===== config.mk =====
export PLATFORM = sky130hd
export DESIGN_NAME = bin2bcd_seq
export DESIGN_NICKNAME = d
export VERILOG_FILES = /design/src/rtl/seg7_pkg.sv /design/src/rtl/bcd_add3.sv /design/src/rtl/bin2bcd_seq.sv
export SDC_FILE = /design/constraint.sdc
export NUM_CORES = 1
export LEC_CHECK = 0
export BUFFER_PORTS_ARGS = -buffer_cell sky130_fd_sc_hd__buf_2
export CELL_PAD_IN_SITES_DETAIL_PLACEMENT = 0
export CELL_PAD_IN_SITES_GLOBAL_PLACEMENT = 1
export CORE_ASPECT_RATIO = 0.8
export CORE_UTILIZATION = 49
export DETAILED_ROUTE_END_ITERATION = 12
export PLACE_DENSITY = 0.83
export SLEW_MARGIN = 20
export SYNTH_ARGS = -nofsm -noshare
export SYNTH_HDL_FRONTEND = slang
export SYNTH_SLANG_ARGS = --single-unit

===== constraint.sdc =====
create_clock -name CLK100MHZ -period 2.91 [get_ports CLK100MHZ]
set_input_delay 0.4365 -clock CLK100MHZ [delete_from_list [all_inputs] [get_ports CLK100MHZ]]
set_output_delay 0.4365 -clock CLK100MHZ [all_outputs]
set_load 0.01 [all_outputs]

===== src/rtl/seg7_pkg.sv =====
// Shared constants and types for the seven-segment display path and its
// binary-to-BCD front end.
package seg7_pkg;

  localparam int DIGITS = 8;
  localparam int BIN_W  = 27;

  localparam logic [31:0] BCD_MAX = 32'd99_999_999;

  // Nibble code the scan driver renders as an unlit digit.
  localparam logic [3:0] NIBBLE_BLANK = 4'hF;

  typedef enum logic {
    IDLE = 1'b0,
    CONV = 1'b1
  } conv_state_e;

  // 10^n evaluated at elaboration time for the overflow threshold.
  function automatic longint unsigned pow10(input int n);
    longint unsigned acc;
    acc = 64'd1;
    for (int i = 0; i < n; i++) begin
      acc = acc * 64'd10;
    end
    return acc;
  endfunction

endpackage


===== src/rtl/bcd_add3.sv =====
// Double-dabble digit correction: a nibble of 5 or more gets +3 so that the
// following left shift carries correctly into the next decimal digit.
module bcd_add3 (
  input  logic [3:0] nibble,
  output logic [3:0] corrected
);

  // Conditional +3 on a single BCD digit.
  always_comb begin
    if (nibble >= 4'd5) begin
      corrected = nibble + 4'd3;
    end else begin
      corrected = nibble;
    end
  end

endmodule


===== src/rtl/bin2bcd_seq.sv =====
// Sequential double-dabble converter: one shift per cycle, BIN_W cycles per
// conversion, result held in registers that feed the seven-segment driver.
module bin2bcd_seq #(
  parameter int BIN_W  = seg7_pkg::BIN_W,
  parameter int DIGITS = seg7_pkg::DIGITS
) (
  input  logic                  CLK100MHZ,
  input  logic                  CPU_RESETN,
  input  logic                  start,
  input  logic [BIN_W-1:0]      bin,
  output logic                  busy,
  output logic                  done,
  output logic [4*DIGITS-1:0]   bcd,
  output logic                  ovf
);

  import seg7_pkg::*;

  localparam int BCD_W = 4 * DIGITS;
  localparam int CNT_W = $clog2(BIN_W + 1);
  localparam longint unsigned BCD_LIMIT = pow10(DIGITS) - 64'd1;
  // When 2^BIN_W already fits below 10^DIGITS no input can overflow.
  localparam bit LIMIT_FITS = (BIN_W < 63) && (BCD_LIMIT < (64'd1 << BIN_W));

  conv_state_e          state_r;
  conv_state_e          state_nx_s;
  logic [CNT_W-1:0]     cnt_r;
  logic [BIN_W-1:0]     shift_r;
  logic [BCD_W-1:0]     scratch_r;
  logic                 ovf_pend_r;
  logic                 busy_r;
  logic                 done_r;
  logic [BCD_W-1:0]     bcd_r;
  logic                 ovf_r;

  logic                 load_s;
  logic                 step_s;
  logic                 finish_s;
  logic                 ovf_chk_s;
  logic [BCD_W-1:0]     corr_s;
  logic [BCD_W-1:0]     shifted_s;
  logic                 unused_msb_s;

  for (genvar g = 0; g < DIGITS; g++) begin : g_add3
    bcd_add3 u_add3 (
      .nibble    (scratch_r[4*g +: 4]),
      .corrected (corr_s[4*g +: 4])
    );
  end

  // The top corrected bit is shifted out of the scratch and dropped.
  assign shifted_s    = {corr_s[BCD_W-2:0], shift_r[BIN_W-1]};
  assign unused_msb_s = corr_s[BCD_W-1];

  // Overflow threshold compare at BIN_W+1 bits.
  always_comb begin
    if (LIMIT_FITS) begin
      ovf_chk_s = ({1'b0, bin} > (BIN_W + 1)'(BCD_LIMIT));
    end else begin
      ovf_chk_s = 1'b0;
    end
  end

  // FSM state register.
  always_ff @(posedge CLK100MHZ or negedge CPU_RESETN) begin
    if (!CPU_RESETN) begin
      state_r <= IDLE;
    end else begin
      state_r <= state_nx_s;
    end
  end

  // FSM next state and datapath strobes.
  always_comb begin
    state_nx_s = state_r;
    load_s     = 1'b0;
    step_s     = 1'b0;
    finish_s   = 1'b0;
    case (state_r)
      IDLE: begin
        if (start) begin
          load_s     = 1'b1;
          state_nx_s = CONV;
        end else begin
          state_nx_s = IDLE;
        end
      end
      CONV: begin
        step_s = 1'b1;
        if (cnt_r == CNT_W'(1)) begin
          finish_s   = 1'b1;
          state_nx_s = IDLE;
        end else begin
          state_nx_s = CONV;
        end
      end
      default: begin
        state_nx_s = IDLE;
      end
    endcase
  end

  // Shift register, scratch and step counter.
  always_ff @(posedge CLK100MHZ or negedge CPU_RESETN) begin
    if (!CPU_RESETN) begin
      shift_r    <= '0;
      scratch_r  <= '0;
      cnt_r      <= '0;
      ovf_pend_r <= 1'b0;
    end else if (load_s) begin
      shift_r    <= bin;
      scratch_r  <= '0;
      cnt_r      <= CNT_W'(BIN_W);
      ovf_pend_r <= ovf_chk_s;
    end else if (step_s) begin
      shift_r    <= {shift_r[BIN_W-2:0], 1'b0};
      scratch_r  <= shifted_s;
      cnt_r      <= cnt_r - CNT_W'(1);
    end else begin
      shift_r    <= shift_r;
      scratch_r  <= scratch_r;
      cnt_r      <= cnt_r;
    end
  end

  // Output registers; bcd/ovf change only on completion.
  always_ff @(posedge CLK100MHZ or negedge CPU_RESETN) begin
    if (!CPU_RESETN) begin
      busy_r <= 1'b0;
      done_r <= 1'b0;
      bcd_r  <= '0;
      ovf_r  <= 1'b0;
    end else begin
      done_r <= finish_s;
      if (load_s) begin
        busy_r <= 1'b1;
      end else if (finish_s) begin
        busy_r <= 1'b0;
        bcd_r  <= ovf_pend_r ? {DIGITS{4'h9}} : shifted_s;
        ovf_r  <= ovf_pend_r;
      end else begin
        busy_r <= busy_r;
      end
    end
  end

  assign busy = busy_r;
  assign done = done_r;
  assign bcd  = bcd_r;
  assign ovf  = ovf_r;

endmodule


==> run_results.csv, run 1 <==
group,metric,value,unit
sta,tns,0,ns
clock_network,cts.path.max_buffers,2,
sta,rsz0062_at_grt,"false",
global_route,antenna_found_initial,0,
sta,max_freq,522,MHz
route,first_pass_iters,4,
final_layout,final_nets,570,
sta,finClkSkew,0.00927,ns
route,routed-via-count,3554,
clock_network,post_cts_buffers,0,
floorplanning,coreArea,0.00973,sq mm
final_layout,drive_above_1_share,0.175,
global_route,grt_first_pass_wirelength,17400,um
clock_network,clock_latency,0.34,ns
route,wl_per_cell,15.4,um
final_layout,area_delta_synth_final,14.6,%
final_layout,final_cell_mix,"100 x dfrtp_1, 63 x buf_2, 46 x nand2_1",
pwr,p_leak,2.84,nW
sta,slew_viol_final,0,
setup_path,crit_fanout,85,
final_layout,antennaDiodeCount,0,
clock_network,htreeDepth,3,
placed_design,dp_hpwl,6820,um
placed_design,placed_cells,647,
floorplanning,start_util,0.510,
setup_path,crit_type,"register to register",
clock_network,clock_sinks,101,
route,wl,10200,um
logic_synthesis,avgSynthCellArea,10.6,sq um
logic_synthesis,synth-simple-area-share,0.132,
logic_synthesis,synth_xor_xnor_area_share,0.0176,
final_layout,n_fill_cell,856,
logic_synthesis,synth_mux_area_frac,0.0869,
sta,hold_viol_final,0,
run_status,status,"finished, final reports clean",
hold_path,hold_class,"input port to async pin",
placed_design,gp_congestion,0.753,
global_route,grt_max_degree,86,
pwr,power_density,1090,mW/mm^2
pwr,ir_worst_vdd,407,uV
job,drv_cap,0,
logic_synthesis,synth_top_family_by_area,"compound AO/OA/AOI/OAI gates",
floorplanning,boundaryPins,65,
global_route,grt_usage,0.214,
setup_path,rr_worst_depth,4,
route,ant_nets,0,
logic_synthesis,syn-cell-area,0.00497,sq mm
floorplanning,fp.dieArea,0.0105,sq mm
logic_synthesis,synth_compound_area_frac,0.167,
sta,setup-violations-final,0,
clock_network,clk_pin_slew,0.07,ns
floorplanning,chipWidth,115,um
global_route,grt_pass1_vias,3517,
setup_path,crit_arrival,2.19,ns
clock_network,cts_buffers,9,
logic_synthesis,synth_warnings,0,
setup_path,start_kind,"register",
clock_network,cts_tree,"yes",
sta,period_share,0.658,
logic_synthesis,ys_seq_area_frac,0.509,
setup_path,required,3.19,ns
final_layout,final_common_cell,"dfrtp_1",
floorplanning,fp-row-count,32,
logic_synthesis,ys_ff_latch,101,
clock_network,cts_resized,0,
sta,layout_min_cycle_time,1.92,ns
route,drc,0,
logic_synthesis,syn-num-nets,515,
placed_design,place.port_buffers,64,
clock_network,cts_root_buffer,"clkbuf_16",
logic_synthesis,netlist_instances,467,
floorplanning,die_h,92.0,um
route,drt_iter0_drc,145,
clock_network,holdBufCountCts,0,
logic_synthesis,synthAdderAreaFrac,0.0454,
route,viasPerCell,5.36,
sta,relSlewSlack,0.441,
logic_synthesis,ys_types,35,
final_layout,final_cells,663,
global_route,gr-total-overflow,0,
setup_path,crit_path_end_kind,"register",
sta,tightest_slew,0.836,ns
## final timing paths
check,startpoint,endpoint,slack (ns)
max,state_r$_DFF_PN0_,scratch_r[23]$_DFFE_PN0P_,0.99
min,CPU_RESETN,shift_r[18]$_DFFE_PN0P_,0.11
max reg2reg,state_r$_DFF_PN0_,scratch_r[23]$_DFFE_PN0P_,0.99
min reg2reg,shift_r[9]$_DFFE_PN0P_,shift_r[10]$_DFFE_PN0P_,0.48
max in group asynchronous,CPU_RESETN,bcd[19]$_DFFE_PN0P_,2.15
min in group CLK100MHZ,bin[0],shift_r[0]$_DFFE_PN0P_,0.35
## critical path, cell delays in order (launching register included)
cell     delay [ns]
dfrtp_4        0.66
buf_4          0.70
nor3b_1        0.26
o21ai_0        0.10
nand2_1        0.10
## registers in the layout, summed over array words and instances (netlist names)
| signal | count |
|---|---|
| bcd | 32 |
| cnt_r | 5 |
| ovf_pend_r | 1 |
| shift_r | 27 |
| done | 1 |
| scratch_r | 32 |
| ovf | 1 |
| busy | 1 |
| state_r | 1 |
## kinds of logic after synthesis
logic type / count (synthesis)
AO/OA/AOI/OAI: 129
AND/OR/NAND/NOR: 121
flip-flops: 101
buffers and inverters: 45
multiplexers: 43
adder cells (fa/ha/maj): 18
XOR/XNOR: 10
## cell usage after synthesis
cell type  count  share of area
a21o_1        22          0.033
a32o_1         3         0.0060
nand4_1        2         0.0025
o21ai_0       45          0.045
dfrtp_1      101           0.51
o31ai_1        1         0.0015
ha_1          18          0.045
or3_1          1         0.0013
nor2_4         1         0.0023
inv_2          1        0.00076
buf_4          2         0.0030
a211oi_1       6         0.0091
nand4b_4       1         0.0048
buf_6          2         0.0045
nor2_2         1         0.0013
a2bb2oi_1      7          0.012
nand2b_1      15          0.019
o22ai_1        1         0.0013
nor3b_1       26          0.039
buf_2         16          0.016
nand2_1       46          0.035
clkbuf_1       6         0.0045
xor2_1         2         0.0035
inv_1         18          0.014
o22a_1         1         0.0018
a22o_1        17          0.030
nand3_1        5         0.0050
nor3_1        12          0.012
xnor2_1        8          0.014
or4_1          1         0.0015
nor2b_1        1         0.0013
mux2_2         1         0.0023
nor2_1         9         0.0068
mux2i_1       42          0.085
a21oi_1       26          0.026
## final cells by class
class	count	area, sq um	share of cell area
tap	136	170	0.0299
timing repair buffer	70	380	0.0669
multi-input combinational	321	2230	0.391
sequential	101	2530	0.445
inverter	19	71.3	0.0125
clock inverter	6	70.1	0.0123
clock buffer	10	239	0.0420
## metrics by stage
step	power, mW	hold WS (ns)	setup slack (ns)	utilization	area (sq um)
floorplan	4.29	0.141	1.50	-	4970
detailed placement	5.00	0.463	0.939	0.553	5380
CTS	6.26	0.134	0.996	0.585	5690
global placement	4.88	0.458	0.984	0.553	5380
global route	6.69	0.153	0.769	0.585	5690
finish	6.19	0.111	0.995	0.585	5690
## power breakdown
group	total (mW)	internal [mW]	switching, mW
combinational	2.44	1.19	1.25
sequential	2.52	2.01	0.515
clock	1.22	0.698	0.521
total	6.19	3.90	2.29
## metal layers
| layer | routed length (um) | track usage |
|---|---|---|
| met1 | 4970 | 0.300 |
| met2 | 4820 | 0.337 |
| met3 | 329 | 0.0443 |
| met4 | 77 | 0.0584 |
| met5 | 0 | 0 |
(Power assumes the default switching activity.)
==> run 2: changes to the inputs <==
- CORE_UTILIZATION: 49 -> 45
- PLACE_DENSITY: 0.83 -> 0.77
- clock period: 2.91 -> 2 ns (I/O delays scaled with it)
==> run 2 against run 1 <==
Non-clock buffer count rose by 8; utilization fell by 3.5 points; power rose by 46%; register-to-register slack got worse by 0.67 ns; via count rose by 0.17%; clock power rose by 43%; combinational power rose by 49%; routed wire length rose by 1.6%; fmax rose by 14%; clock skew fell by 0.0040 ns; critical endpoint is now bcd[10]$_DFFE_PN0P_; highest routed layer unchanged.
==> run_results.csv, run 2 (synthesis gave the netlist of run 1 again) <==
group,metric,value,unit
route,drt_iter0_drc,145,
hold_path,min_delay_worst_endpoint,"shift_r[0]$_DFFE_PN0P_",
sta,worst_slack,0.326,ns
placed_design,dp_slack,0.344,ns
setup_path,crit_arrival,1.96,ns
floorplanning,chipWidth,119,um
route,wl_per_cell,15.4,um
route,drc,0,
global_route,antenna_found_initial,0,
final_layout,final_cell_mix,"100 x dfrtp_1, 63 x buf_2, 46 x nand2_1",
route,first_pass_iters,4,
pwr,power_density,1560,mW/mm^2
final_layout,area_delta_synth_final,16.1,%
route,viasPerCell,5.28,
setup_path,crit_chain,"inv_1 > ha_1 > nand2b_1 > a21oi_1 > mux2i_1 > a22o_1",
setup_path,crit_family,"compound AO/OA/AOI/OAI gates",
setup_path,worstReg2RegStart,"scratch_r[8]$_DFFE_PN0P_",
final_layout,final_common_cell,"dfrtp_1",
job,drv_cap,0,
run_status,status,"finished, final reports clean",
floorplanning,start_util,0.474,
floorplanning,coreArea,0.0105,sq mm
setup_path,crit_path_end_kind,"register",
clock_network,cts_buffers,9,
pwr,ir_worst_vdd,727,uV
placed_design,dp_hpwl,7030,um
placed_design,place.port_buffers,64,
clock_network,htreeDepth,3,
global_route,grt_pass1_vias,3448,
setup_path,cp_slowest_cell,"dfrtp_1",
clock_network,clock_sinks,101,
final_layout,fin_util,0.550,
sta,max_freq,597,MHz
final_layout,n_fill_cell,958,
setup_path,crit_buf_inv,1,
sta,relSlewSlack,0.709,
hold_path,hold_class,"input port to register",
final_layout,drive_above_1_share,0.178,
pwr,p_leak,2.88,nW
floorplanning,boundaryPins,65,
route,routed-via-count,3560,
final_layout,multi_input_area,0.00223,sq mm
route,ant_nets,0,
global_route,grt_max_degree,61,
clock_network,cts.path.max_buffers,2,
sta,slew_viol_final,0,
setup_path,required,2.28,ns
final_layout,fin_area,0.00577,sq mm
route,wl,10400,um
sta,hold_viol_final,0,
global_route,gr-total-overflow,0,
hold_path,min_delay_path_depth,3,
sta,finClkSkew,0.00523,ns
final_layout,seq_area,0.00253,sq mm
setup_path,r2r-end,"bcd[10]$_DFFE_PN0P_",
sta,period_share,0.837,
clock_network,clock_latency,0.34,ns
setup_path,rr_worst_depth,6,
setup_path,crit_type,"register to register",
floorplanning,fp.dieArea,0.0115,sq mm
final_layout,final_nets,578,
sta,setup-violations-final,0,
clock_network,cts_root_buffer,"clkbuf_16",
sta,tightest_slew,0.436,ns
hold_path,hp-start,"bin[0]",
global_route,grt_first_pass_wirelength,17300,um
floorplanning,fp-row-count,33,
floorplanning,die_h,96.0,um
placed_design,post_dp_cell_area,0.00546,sq mm
sta,layout_min_cycle_time,1.67,ns
sta,tns,0,ns
clock_network,cts_resized,0,
placed_design,gp_congestion,0.773,
setup_path,crit_fanout,5,
setup_path,r2r_setup_slack,0.33,ns
setup_path,start_kind,"register",
global_route,grt_usage,0.198,
final_layout,antennaDiodeCount,0,
clock_network,cts_tree,"yes",
setup_path,max_stage_delay,0.44,ns
clock_network,clk_pin_slew,0.06,ns
sta,rsz0062_at_grt,"false",
==> run 2: cell count changes in the layout (fill, tap and decap cells not counted) <==
cell	before	now
clkbuf_8	1	2
buf_12	1	3
clkinv_4	2	0
buf_4	6	11
dlygate4sd3_1	0	1
clkbuf_1	0	3
clkinv_2	1	0
inv_6	2	0
==> run 2: per-stage QoR <==
step | hold WS [ns] | instances | total power, mW
after detailed placement | 0.223 | 658 | 7.32
final | 0.230 | 674 | 9.01
after global placement | 0.221 | 658 | 7.19
after global routing | 0.230 | 674 | 9.80
after CTS | 0.228 | 674 | 9.13
after floorplan | 0.00441 | 467 | 6.24
==> run 2: worst max-delay path by stage <==
stage / start / endpoint / slack (ns) / cells after the start
after detailed placement: scratch_r[8]$_DFFE_PN0P_ / bcd[10]$_DFFE_PN0P_ / 0.34 / 6
after floorplan: scratch_r[20]$_DFFE_PN0P_ / bcd[22]$_DFFE_PN0P_ / 0.59 / 6
after global routing: scratch_r[25]$_DFFE_PN0P_ / bcd[26]$_DFFE_PN0P_ / 0.22 / 6
after global placement: scratch_r[24]$_DFFE_PN0P_ / bcd[26]$_DFFE_PN0P_ / 0.42 / 6
final: scratch_r[8]$_DFFE_PN0P_ / bcd[10]$_DFFE_PN0P_ / 0.33 / 6
after CTS: scratch_r[8]$_DFFE_PN0P_ / bcd[10]$_DFFE_PN0P_ / 0.33 / 6
==> run 2: worst reg2reg max path, cell delays in order, from the launching register on <==
cell	delay [ns]
dfrtp_1	0.44
inv_1	0.08
ha_1	0.23
nand2b_1	0.09
a21oi_1	0.27
mux2i_1	0.33
a22o_1	0.17
==> run 2: power by group <==
group,total [mW],internal [mW],switching (mW)
clock,1.74,1.03,0.711
combinational,3.64,1.78,1.86
sequential,3.63,2.92,0.711
==> run 2: what timing repair did <==
| action | CTS | global route |
|---|---|---|
| buffers inserted | 0 | 0 |
| hold endpoints to repair | 22 | 0 |
| hold buffers | 1 | 0 |
==> run 2: layout make-up <==
| type | instances | share of cell area |
|---|---|---|
| sequential | 101 | 0.439 |
| multi-input combinational | 321 | 0.386 |
| timing repair buffer | 78 | 0.0811 |
| clock buffer | 14 | 0.0458 |
| tap | 140 | 0.0304 |
| inverter | 19 | 0.0124 |
| clock inverter | 1 | 0.00521 |
==> run 2: metal layers <==
layer	part of all wire	GRT usage
met1	0.51	0.277
met2	0.44	0.301
met3	0.042	0.0610
met4	0.0088	0.0458
met5	0	0
